===== config.mk =====
export PLATFORM = sky130hd
export DESIGN_NAME = btb_update_ctrl
export DESIGN_NICKNAME = d
export VERILOG_FILES = /design/src/rtl/btb_update_ctrl.sv
export SDC_FILE = /design/constraint.sdc
export NUM_CORES = 1
export LEC_CHECK = 0
export ABC_AREA = 1
export ABC_CLOCK_PERIOD_IN_PS = 9100
export CAP_MARGIN = 20
export CORE_MARGIN = 4
export CORE_UTILIZATION = 59
export DETAILED_ROUTE_END_ITERATION = 8
export PLACE_DENSITY = 0.85
export SYNTH_ARGS = -nofsm -noshare
export SYNTH_HDL_FRONTEND = slang
export SYNTH_SLANG_ARGS = --single-unit

===== constraint.sdc =====
create_clock -name CLK -period 9.1 [get_ports CLK]
set_input_delay 1.365 -clock CLK [delete_from_list [all_inputs] [get_ports CLK]]
set_output_delay 1.365 -clock CLK [all_outputs]
set_load 0.03 [all_outputs]

===== src/rtl/btb_update_ctrl.sv =====
// rtl/btb_update_ctrl.sv - BTB/PLRU write sequencer: update FIFO, fetch-read arbitration, flush sweep
// Only this block writes the BTB arrays and PLRU; fetch reads are blocked when a write takes their set.
module btb_update_ctrl #(
    parameter int DEPTH        = 4,
    parameter int INDEX_W      = 7,
    parameter int NUM_SETS     = 128,
    parameter int TAG_W        = 20,
    parameter int TGT_W        = 30,
    parameter int STARVE_LIMIT = 3
) (
    input  logic               CLK,
    input  logic               RST_n,
    input  logic               BPU__Stall,
    input  logic               Upd_Valid,
    output logic               Upd_Ready,
    input  logic [INDEX_W-1:0] Upd_Index,
    input  logic [TAG_W-1:0]   Upd_Tag,
    input  logic [TGT_W-1:0]   Upd_Target,
    input  logic               Upd_Hit,
    input  logic [1:0]         Upd_Hit_Way,
    input  logic               Fetch_Read_Access,
    input  logic [INDEX_W-1:0] Fetch_Read_Addr,
    input  logic [1:0]         LRU_Set,
    input  logic               Flush_Req,
    output logic [INDEX_W-1:0] BTB_Write_Addr__reg,
    output logic               Write_Access,
    output logic [1:0]         BTB_Wr_Way,
    output logic               BTB_Wr_All_Ways,
    output logic [TAG_W-1:0]   BTB_Wr_Tag,
    output logic [TGT_W-1:0]   BTB_Wr_Target,
    output logic               BTB_Wr_Valid,
    output logic               Read_Block,
    output logic               Flush_Busy,
    output logic               Flush_Done
);

    localparam int PTR_W = $clog2(DEPTH);
    localparam int STV_W = $clog2(STARVE_LIMIT + 1);

    localparam logic [PTR_W:0]   PTR_ONE    = (PTR_W+1)'(1);
    localparam logic [INDEX_W-1:0] SET_ONE  = INDEX_W'(1);
    localparam logic [INDEX_W-1:0] LAST_SET = INDEX_W'(NUM_SETS - 1);
    localparam logic [STV_W-1:0] STV_ONE    = STV_W'(1);
    localparam logic [STV_W-1:0] STARVE_MAX = STV_W'(STARVE_LIMIT);

    typedef struct packed {
        logic [INDEX_W-1:0] index;
        logic [TAG_W-1:0]   tag;
        logic [TGT_W-1:0]   target;
        logic               hit;
        logic [1:0]         hit_way;
    } upd_entry_t;

    typedef enum logic {
        IDLE,
        SWEEP
    } state_t;

    state_t             state;
    upd_entry_t         fifo_mem [DEPTH];
    upd_entry_t         head;
    upd_entry_t         push_entry;
    logic [PTR_W:0]     wr_ptr;
    logic [PTR_W:0]     rd_ptr;
    logic [STV_W-1:0]   starve_cnt;
    logic [INDEX_W-1:0] sweep_cnt;
    logic               flush_pending;

    logic empty;
    logic full;
    logic push;
    logic conflict;
    logic upd_write;
    logic sweep_write;
    logic deferred;
    logic flush_go;

    assign empty = (wr_ptr == rd_ptr);
    assign full  = (wr_ptr[PTR_W] != rd_ptr[PTR_W]) &&
                   (wr_ptr[PTR_W-1:0] == rd_ptr[PTR_W-1:0]);

    assign head       = fifo_mem[rd_ptr[PTR_W-1:0]];
    assign push_entry = '{index: Upd_Index, tag: Upd_Tag, target: Upd_Target,
                          hit: Upd_Hit, hit_way: Upd_Hit_Way};

    assign Upd_Ready = ~full & (state == IDLE) & ~flush_pending;
    assign push      = Upd_Valid & Upd_Ready;

    // A pending flush suppresses all writes: queued updates are about to be dropped anyway
    // and a restarted sweep must begin cleanly at set 0.
    assign flush_go    = flush_pending & ~BPU__Stall;
    assign conflict    = Fetch_Read_Access & (Fetch_Read_Addr == head.index);
    assign upd_write   = (state == IDLE) & ~empty & ~BPU__Stall & ~flush_pending &
                         (~conflict | (starve_cnt == STARVE_MAX));
    assign deferred    = (state == IDLE) & ~empty & ~BPU__Stall & ~flush_pending &
                         conflict & ~upd_write;
    assign sweep_write = (state == SWEEP) & ~BPU__Stall & ~flush_pending;

    always_comb begin
        BTB_Write_Addr__reg = '0;
        Write_Access        = 1'b0;
        BTB_Wr_Way          = 2'd0;
        BTB_Wr_All_Ways     = 1'b0;
        BTB_Wr_Tag          = '0;
        BTB_Wr_Target       = '0;
        BTB_Wr_Valid        = 1'b0;
        Read_Block          = 1'b0;
        Flush_Busy          = 1'b0;
        if (state == SWEEP) begin
            BTB_Write_Addr__reg = sweep_cnt;
            Write_Access        = sweep_write;
            BTB_Wr_All_Ways     = 1'b1;
            Read_Block          = 1'b1;
            Flush_Busy          = 1'b1;
        end else if (!empty) begin
            BTB_Write_Addr__reg = head.index;
            Write_Access        = upd_write;
            BTB_Wr_Way          = head.hit ? head.hit_way : LRU_Set;
            BTB_Wr_Tag          = head.tag;
            BTB_Wr_Target       = head.target;
            BTB_Wr_Valid        = 1'b1;
            Read_Block          = upd_write & conflict;
        end
    end

    always_ff @(posedge CLK) begin
        if (push) begin
            fifo_mem[wr_ptr[PTR_W-1:0]] <= push_entry;
        end
    end

    always_ff @(posedge CLK or negedge RST_n) begin
        if (!RST_n) begin
            state         <= IDLE;
            wr_ptr        <= '0;
            rd_ptr        <= '0;
            starve_cnt    <= '0;
            sweep_cnt     <= '0;
            flush_pending <= 1'b0;
            Flush_Done    <= 1'b0;
        end else begin
            Flush_Done <= 1'b0;
            if (Flush_Req) begin
                flush_pending <= 1'b1;
            end
            if (flush_go) begin
                // A request arriving in the very cycle we act on the previous one re-arms.
                flush_pending <= Flush_Req;
                wr_ptr        <= '0;
                rd_ptr        <= '0;
                starve_cnt    <= '0;
                sweep_cnt     <= '0;
                state         <= SWEEP;
            end else begin
                if (push) begin
                    wr_ptr <= wr_ptr + PTR_ONE;
                end
                if (upd_write) begin
                    rd_ptr     <= rd_ptr + PTR_ONE;
                    starve_cnt <= '0;
                end else if (deferred) begin
                    starve_cnt <= starve_cnt + STV_ONE;
                end
                if (sweep_write) begin
                    if (sweep_cnt == LAST_SET) begin
                        sweep_cnt  <= '0;
                        state      <= IDLE;
                        Flush_Done <= 1'b1;
                    end else begin
                        sweep_cnt <= sweep_cnt + SET_ONE;
                    end
                end
            end
        end
    end

endmodule


==> impl_results.md, run 1 <==
- # IOs: 141
- Largest net degree at the start of global routing: 107
- CP required: 7740 ps
- Crit path time final: 5820 ps
- Clock Power Share: a little over two fifths
- Status: completed
- Max IR drop VDD: 0.191 mV
- Avg WL per Cell: 18.7 µm
- Global-route wire length before repair: 36.3 mm
- Vias per cell: ~5.7
- Initial antenna violation count: 4
- DP Wirelength: 13.8 mm
- Crit end category: output pin
- Nets@finish: 1083
- CP peak stage delay: 770 ps
- Most frequent cells in the layout: edfxtp_1 (240), nor2_1 (217), clkdlybuf4s50_1 (140)
- Sequential share of power: 53.9%
- Synth Area per Inst: 12.0 µm²
- H-tree levels: 1
- Area Overhead vs Synth: 22.6%
- Final Slew Violations: 0
- Slowest CP cell: buf_4
- Maxcap violations: 0
- Pwr Total: 2.41 mW
- Placer Congestion: 0.815
- Synth area leaders: edfxtp_1 (69%), nor2_1 (7.9%), o21ai_0 (5.3%)
- Post-synthesis sequential area ratio: 72.9%
- Number of remaining DRC errors: 0
- Core footprint: between 15000 and 20000 µm²
- PortBufs: 140
- Sw power: approximately 460 µW
- Comb power frac: 3.1%
- Post-Synthesis Cells: 874
- CTS tree: built
- Final setup fails: 0
- Postcts setup bufs: 0
- Total gr overflow: 0
- Hold/Removal Path Class: reg -> reg
- WS Path Type: reg -> out
- Root buf cell: clkbuf_16
- Cell taking the most area after synthesis: edfxtp_1
- Syn nets: 956
- Cell-internal power: 1.95 mW
- WHS: 490 ps
- Achievable Freq: 172 MHz
- Placed cells: 1198
- Antenna viol nets, final: 0
- Most used cell, CP: nand2_1
- Rows: 48
- Setup crit start kind: flip-flop
- Ratio of cells with drive above 1 in the final layout: between 6 and 7%
- Clock buffer depth: 3
- Die area: 20000 µm²
- Hold Buf Count CTS: 0
- Via Count: 7079
- Clk_lat worst skew: approximately 500 ps
- Lkg Pwr: between 4 and 5 nW
- Slew @ Worst Pin: 964 ps
- DIE HEIGHT: 141 µm
- Unrepaired setup endpoints after global routing: false
- Area share of the largest cell type after synthesis: about two thirds
- Slew margin rel.: 35.8%
- Inserted Diodes: 0
- Initial core utilization: between 60% and 70%
- Part of the cycle the worst path needs: 64.0%
- Max FO, Critical Path: 84
- Clk sink count: 258
- Critical Path AT: about 4500 ps
- Final wirelength: about 23 mm
- Number of global-route vias before repair: around 7100
- Reg clk slew, reported paths: 60 ps
- # resized after CTS: 0
- CP Cell Sequence: buf_4, inv_4, nand2_1, a21oi_1, nand2_1, nand2_2, inv_1, nand2_1, inv_2, nand2_4, o21ai_0, clkdlybuf4s50_1
- DRT Pass-1 Iters: 5
- Synthesis-stage register bit count: 258
- Power per cell area: 187 nW/µm²
- Gr usage total: a little under a quarter
- Worst Skew: slightly above 7 ps
- Die width: 141 µm
- TritonCTS Buffers: 26
- Setup_tns: 0 ps
- Non-Filler Instances: roughly 1200
- Synth Warn #: 0
- Fillers: ~1100
- Netlist Area Pre-Place: 10500 µm²
- Commonest non-fill, non-tap cell in the layout: edfxtp_1
- Distinct cells, synth: 32
- Endpoints failing hold: 0
- Initial DRC Count: 546
- Post-layout util: 74.2%
- Net Sw Frac: 19.0%
## cells in the mapped netlist
library cell  number
nor3_1             3
a31oi_1            2
xor2_1             5
o21ai_0          112
ha_1               7
nand3b_1           3
inv_4              2
a211oi_1           1
inv_1             31
nor2_1           221
nand3_1           26
o21ai_1            7
buf_2             13
nor2_4             2
buf_6              5
a21boi_1           1
nand3_2            1
nand4_2            1
clkbuf_1          28
nand2_1           67
nand2_2            2
a21oi_1           55
dfrtp_1           18
o22ai_1            8
edfxtp_1         240
nand4_1            5
inv_2              1
o21bai_1           1
nand2_4            1
buf_4              3
nor2_2             1
nand3_4            1
## power groups by stage
| stage | Clock [mW] | Sequential, mW | Combinational, mW |
|---|---|---|---|
| after floorplan | 0 | 1.32 | 0.0187 |
| after global placement | 0 | 1.32 | 0.0700 |
| after detailed placement | 0 | 1.32 | 0.0732 |
| after CTS | 1.05 | 1.30 | 0.0735 |
| after global routing | 1.10 | 1.30 | 0.0789 |
| final | 1.04 | 1.30 | 0.0736 |
## area by class of cell
type	count	area [µm²]	area share, %
Clock buffer	35	726	5.64
Clock inverter	13	119	0.923
Inverter	34	133	1.03
Multi-Input combinational cell	533	2490	19.4
Sequential cell	258	7660	59.5
Tap cell	225	282	2.19
Timing Repair Buffer	148	1460	11.4
## worst paths after layout
| check | startpoint | endpoint | slack (ps) | cells after the start |
|---|---|---|---|---|
| worst min-delay path | wr_ptr[2] | wr_ptr[2] | 490 | 1 |
| max in group asynchronous | RST_n | rd_ptr[0] | 7160 | 1 |
| worst min register to register | wr_ptr[2] | wr_ptr[2] | 490 | 1 |
| min in group asynchronous | RST_n | sweep_cnt[1] | 1330 | 1 |
| worst max register to register | rd_ptr[0] | fifo_mem[2][59] | 5080 | 8 |
| worst max-delay path | rd_ptr[0] | Read_Block | 3280 | 12 |
## metal layers
layer / vias up / routed length, µm / GRT usage (%)
met1: 3427 / 9290 / 29.5
met5: - / 48 / 0
met4: 8 / 469 / 6.87
li1: 3319 / - / -
met3: 46 / 1850 / 5.29
met2: 279 / 11700 / 39.7
## sequential cells by signal, summed over array words and instances (netlist names)
| signal | flops |
|---|---|
| fifo_mem | 240 |
| sweep_cnt | 7 |
| rd_ptr | 3 |
| wr_ptr | 3 |
| starve_cnt | 2 |
| Flush_Done | 1 |
| flush_pending | 1 |
| state | 1 |
## kinds of logic (layout without fill, tap and decap cells)
logic type / count (synthesis) / count (layout) / synth area share (%)
compound gates: 187 / 187 / 9.11
xor+xnor: 5 / 5 / 0.417
fa+ha+maj: 7 / 7 / 0.834
simple gates: 334 / 334 / 13.1
buf+inv: 83 / 230 / 3.63
flops: 258 / 258 / 72.9
## stage by stage
| step | instance area (µm²) | worst slack (ps) |
|---|---|---|
| final | 12900 | 3280 |
| after global routing | 12900 | 2970 |
| after CTS | 12900 | 3280 |
| after detailed placement | 12000 | 3830 |
| after global placement | 12000 | 3930 |
| after floorplan | 10500 | 4450 |
## critical path: cells and delay by family (launching register included)
family	cells	cell delay (ps)
buffers and inverters	5	2100
AND/OR/NAND/NOR	5	850
AO/OA/AOI/OAI	2	220
flip-flops	1	700
Note: power is estimated with default switching activity, not from simulation.
==> run 2: changes to the inputs <==
- ABC_CLOCK_PERIOD_IN_PS: 9100 -> 4700
- CORE_UTILIZATION: 59 -> 50
- PLACE_DENSITY: 0.85 -> 0.77
- clock period: 9.1 -> 4.7 ns (I/O delays scaled with it)
==> impl_results.md, run 2 (same netlist as run 1, synthesis figures left out) <==
- Status: completed (unchanged)
- Maxcap violations: 0 (unchanged)
- Achievable Freq: 228 MHz
- Sequential share of power: 53.3% (was 53.9%)
- Ratio of cells with drive above 1 in the final layout: 6.63% (was 6.37%)
- Rows: 52 (was 48)
- Worst Skew: 15.5 ps (was 7.27 ps)
- Gr usage total: 19.3% (was 23.1%)
- Hold Buf Count CTS: 0 (unchanged)
- Inserted Diodes: 0 (unchanged)
- Sw power: 896 µW (was 459 µW)
- CP required: 3990 ps (was 7740 ps)
- Area Overhead vs Synth: 24.1% (was 22.6%)
- Core footprint: 20400 µm² (was 17400 µm²)
- DIE HEIGHT: 153 µm (was 141 µm)
- WS Path Type: reg -> out (unchanged)
- Global-route wire length before repair: 36.8 mm (was 36.3 mm)
- Avg WL per Cell: 17.9 µm (was 18.7 µm)
- Final Slew Violations: 0 (unchanged)
- Via Count: 7062 (was 7079)
- Most frequent cells in the layout: edfxtp_1 (240), nor2_1 (217), clkdlybuf4s50_1 (140) (unchanged)
- Reg clk slew, reported paths: 60 ps (about the same)
- Setup crit start kind: flip-flop (unchanged)
- Met2 Use GR: 32.9% (was 39.7%)
- Lkg Pwr: 4.58 nW (was 4.54 nW)
- Max reg flops: 240 (unchanged)
- Clock Power Share: 43.6% (was 43.0%)
- Initial antenna violation count: 0 (was 4)
- Total gr overflow: 0 (unchanged)
- Net Sw Frac: 19.0% (about the same)
- Endpoints failing hold: 0 (unchanged)
- Vias per cell: 5.45 (was 5.68)
- Final wirelength: 23.2 mm (was 23.3 mm)
- Clock buffer depth: 3 (unchanged)
- Clk_lat worst skew: 530 ps (was 510 ps)
- Postcts setup bufs: 0 (unchanged)
- Power per cell area: 362 nW/µm² (was 187 nW/µm²)
- Number of global-route vias before repair: 7087 (unchanged)
- Crit end category: output pin (unchanged)
- Placer Congestion: 0.825 (was 0.815)
- Unrepaired setup endpoints after global routing: false (unchanged)
- DP Wirelength: 14.1 mm (was 13.8 mm)
- Hold/Removal Path Class: reg -> reg (unchanged)
- Max IR drop VDD: 0.318 mV (was 0.191 mV)
- # IOs: 141 (unchanged)
- Root buf cell: clkbuf_16 (unchanged)
- CTS tree: built (unchanged)
- Setup_tns: 0 ps (unchanged)
- Final setup fails: 0 (unchanged)
- Nets@finish: 1087 (was 1083)
- H-tree levels: 1 (unchanged)
- Crit path time final: between 4000 and 5000 ps
- Clk sink count: 258 (unchanged)
- Die width: 153 µm (was 141 µm)
- Cell-internal power: 3.82 mW (was 1.95 mW)
- TritonCTS Buffers: 26 (unchanged)
- Commonest non-fill, non-tap cell in the layout: edfxtp_1 (unchanged)
- Comb power frac: 3.1% (about the same)
- Critical Path AT: 3680 ps (was 4460 ps)
- Most utilized layer in the global route result: met2 (unchanged)
- Initial DRC Count: 541 (was 546)
- Antenna viol nets, final: 0 (unchanged)
- PortBufs: 140 (unchanged)
- Number of remaining DRC errors: 0 (unchanged)
- Die area: 23400 µm² (was 20000 µm²)
- Largest net degree at the start of global routing: 85 (was 107)
- DRT Pass-1 Iters: 7 (was 5)
- Slew @ Worst Pin: 835 ps (was 964 ps)
- Met3 Usage GRT: 3.85% (was 5.29%)
- Fillers: 1531 (was 1105)
- Initial core utilization: 51.4% (was 60.5%)
- Max FO, Critical Path: 51 (was 84)
- WHS: 491 ps (was 490 ps)
- Part of the cycle the worst path needs: approximately 93%
- Slew margin rel.: 44.2% (was 35.8%)
- Routing usage on met1: 25.8% (was 29.5%)
run 2: cell count changes in the layout (fill, tap and decap cells not counted), sizes merged:
cell and delta:
clkinv +1, clkinvlp -1, clkbuf -2, bufinv +2, buf +4
run 2: final cells by class:
cell class / instances / area, µm² / share of cell area, %
inverters: 34 / 133 / 1.02
clock inverters: 15 / 184 / 1.41
flip-flops and latches: 258 / 7660 / 58.8
multi-input cells: 533 / 2490 / 19.1
clock buffers: 33 / 677 / 5.19
repair buffers: 152 / 1550 / 11.9
well taps: 270 / 338 / 2.59
run 2: routing by layer:
metal	share of wire (%)	wire, µm
met2	49	11300
met5	0	0
met1	43	10000
met3	6.4	1480
met4	1.6	366
run 2: final timing paths:
kind,from,endpoint,slack (ps),depth (start not counted)
worst min-delay path,wr_ptr[2],wr_ptr[2],490,1
worst max-delay path,rd_ptr[0],BTB_Wr_Target[27],320,6
worst min register to register,wr_ptr[2],wr_ptr[2],490,1
worst max register to register,rd_ptr[0],fifo_mem[1][14],1590,7
min in group asynchronous,RST_n,wr_ptr[2],660,1
max in group asynchronous,RST_n,rd_ptr[0],3430,1
run 2: power by group through the flow:
stage | clock network, mW | registers (mW) | logic, mW
global route | 2.19 | 2.52 | 0.156
global placement | 0 | 2.56 | 0.142
floorplan | 0 | 2.56 | 0.0362
detailed placement | 0 | 2.56 | 0.144
CTS | 2.09 | 2.52 | 0.145
finish | 2.06 | 2.52 | 0.145
run 2: repair_timing:
action,4_1_cts,5_1_grt
resized for setup,0,1
endpoints found under the setup margin,0,2
endpoints found under the hold margin,0,0
run 2: stage by stage:
stage	power, mW	instance area [µm²]	util, %	instances	worst slack, ps
floorplan	2.60	10500	-	874	662
finish	4.72	13000	63.8	1295	319
detailed placement	2.71	12200	59.6	1247	770
global placement	2.71	12200	59.6	1247	860
CTS	4.75	13000	63.8	1295	218
global route	4.87	13000	63.8	1295	81.8
run 2: worst max-delay path, cell delays in order (launching register included):
cell and delay (ps):
dfrtp_4 660, inv_4 360, buf_4 510, buf_4 420, o21ai_0 170, a21oi_1 260, clkdlybuf4s50_1 720
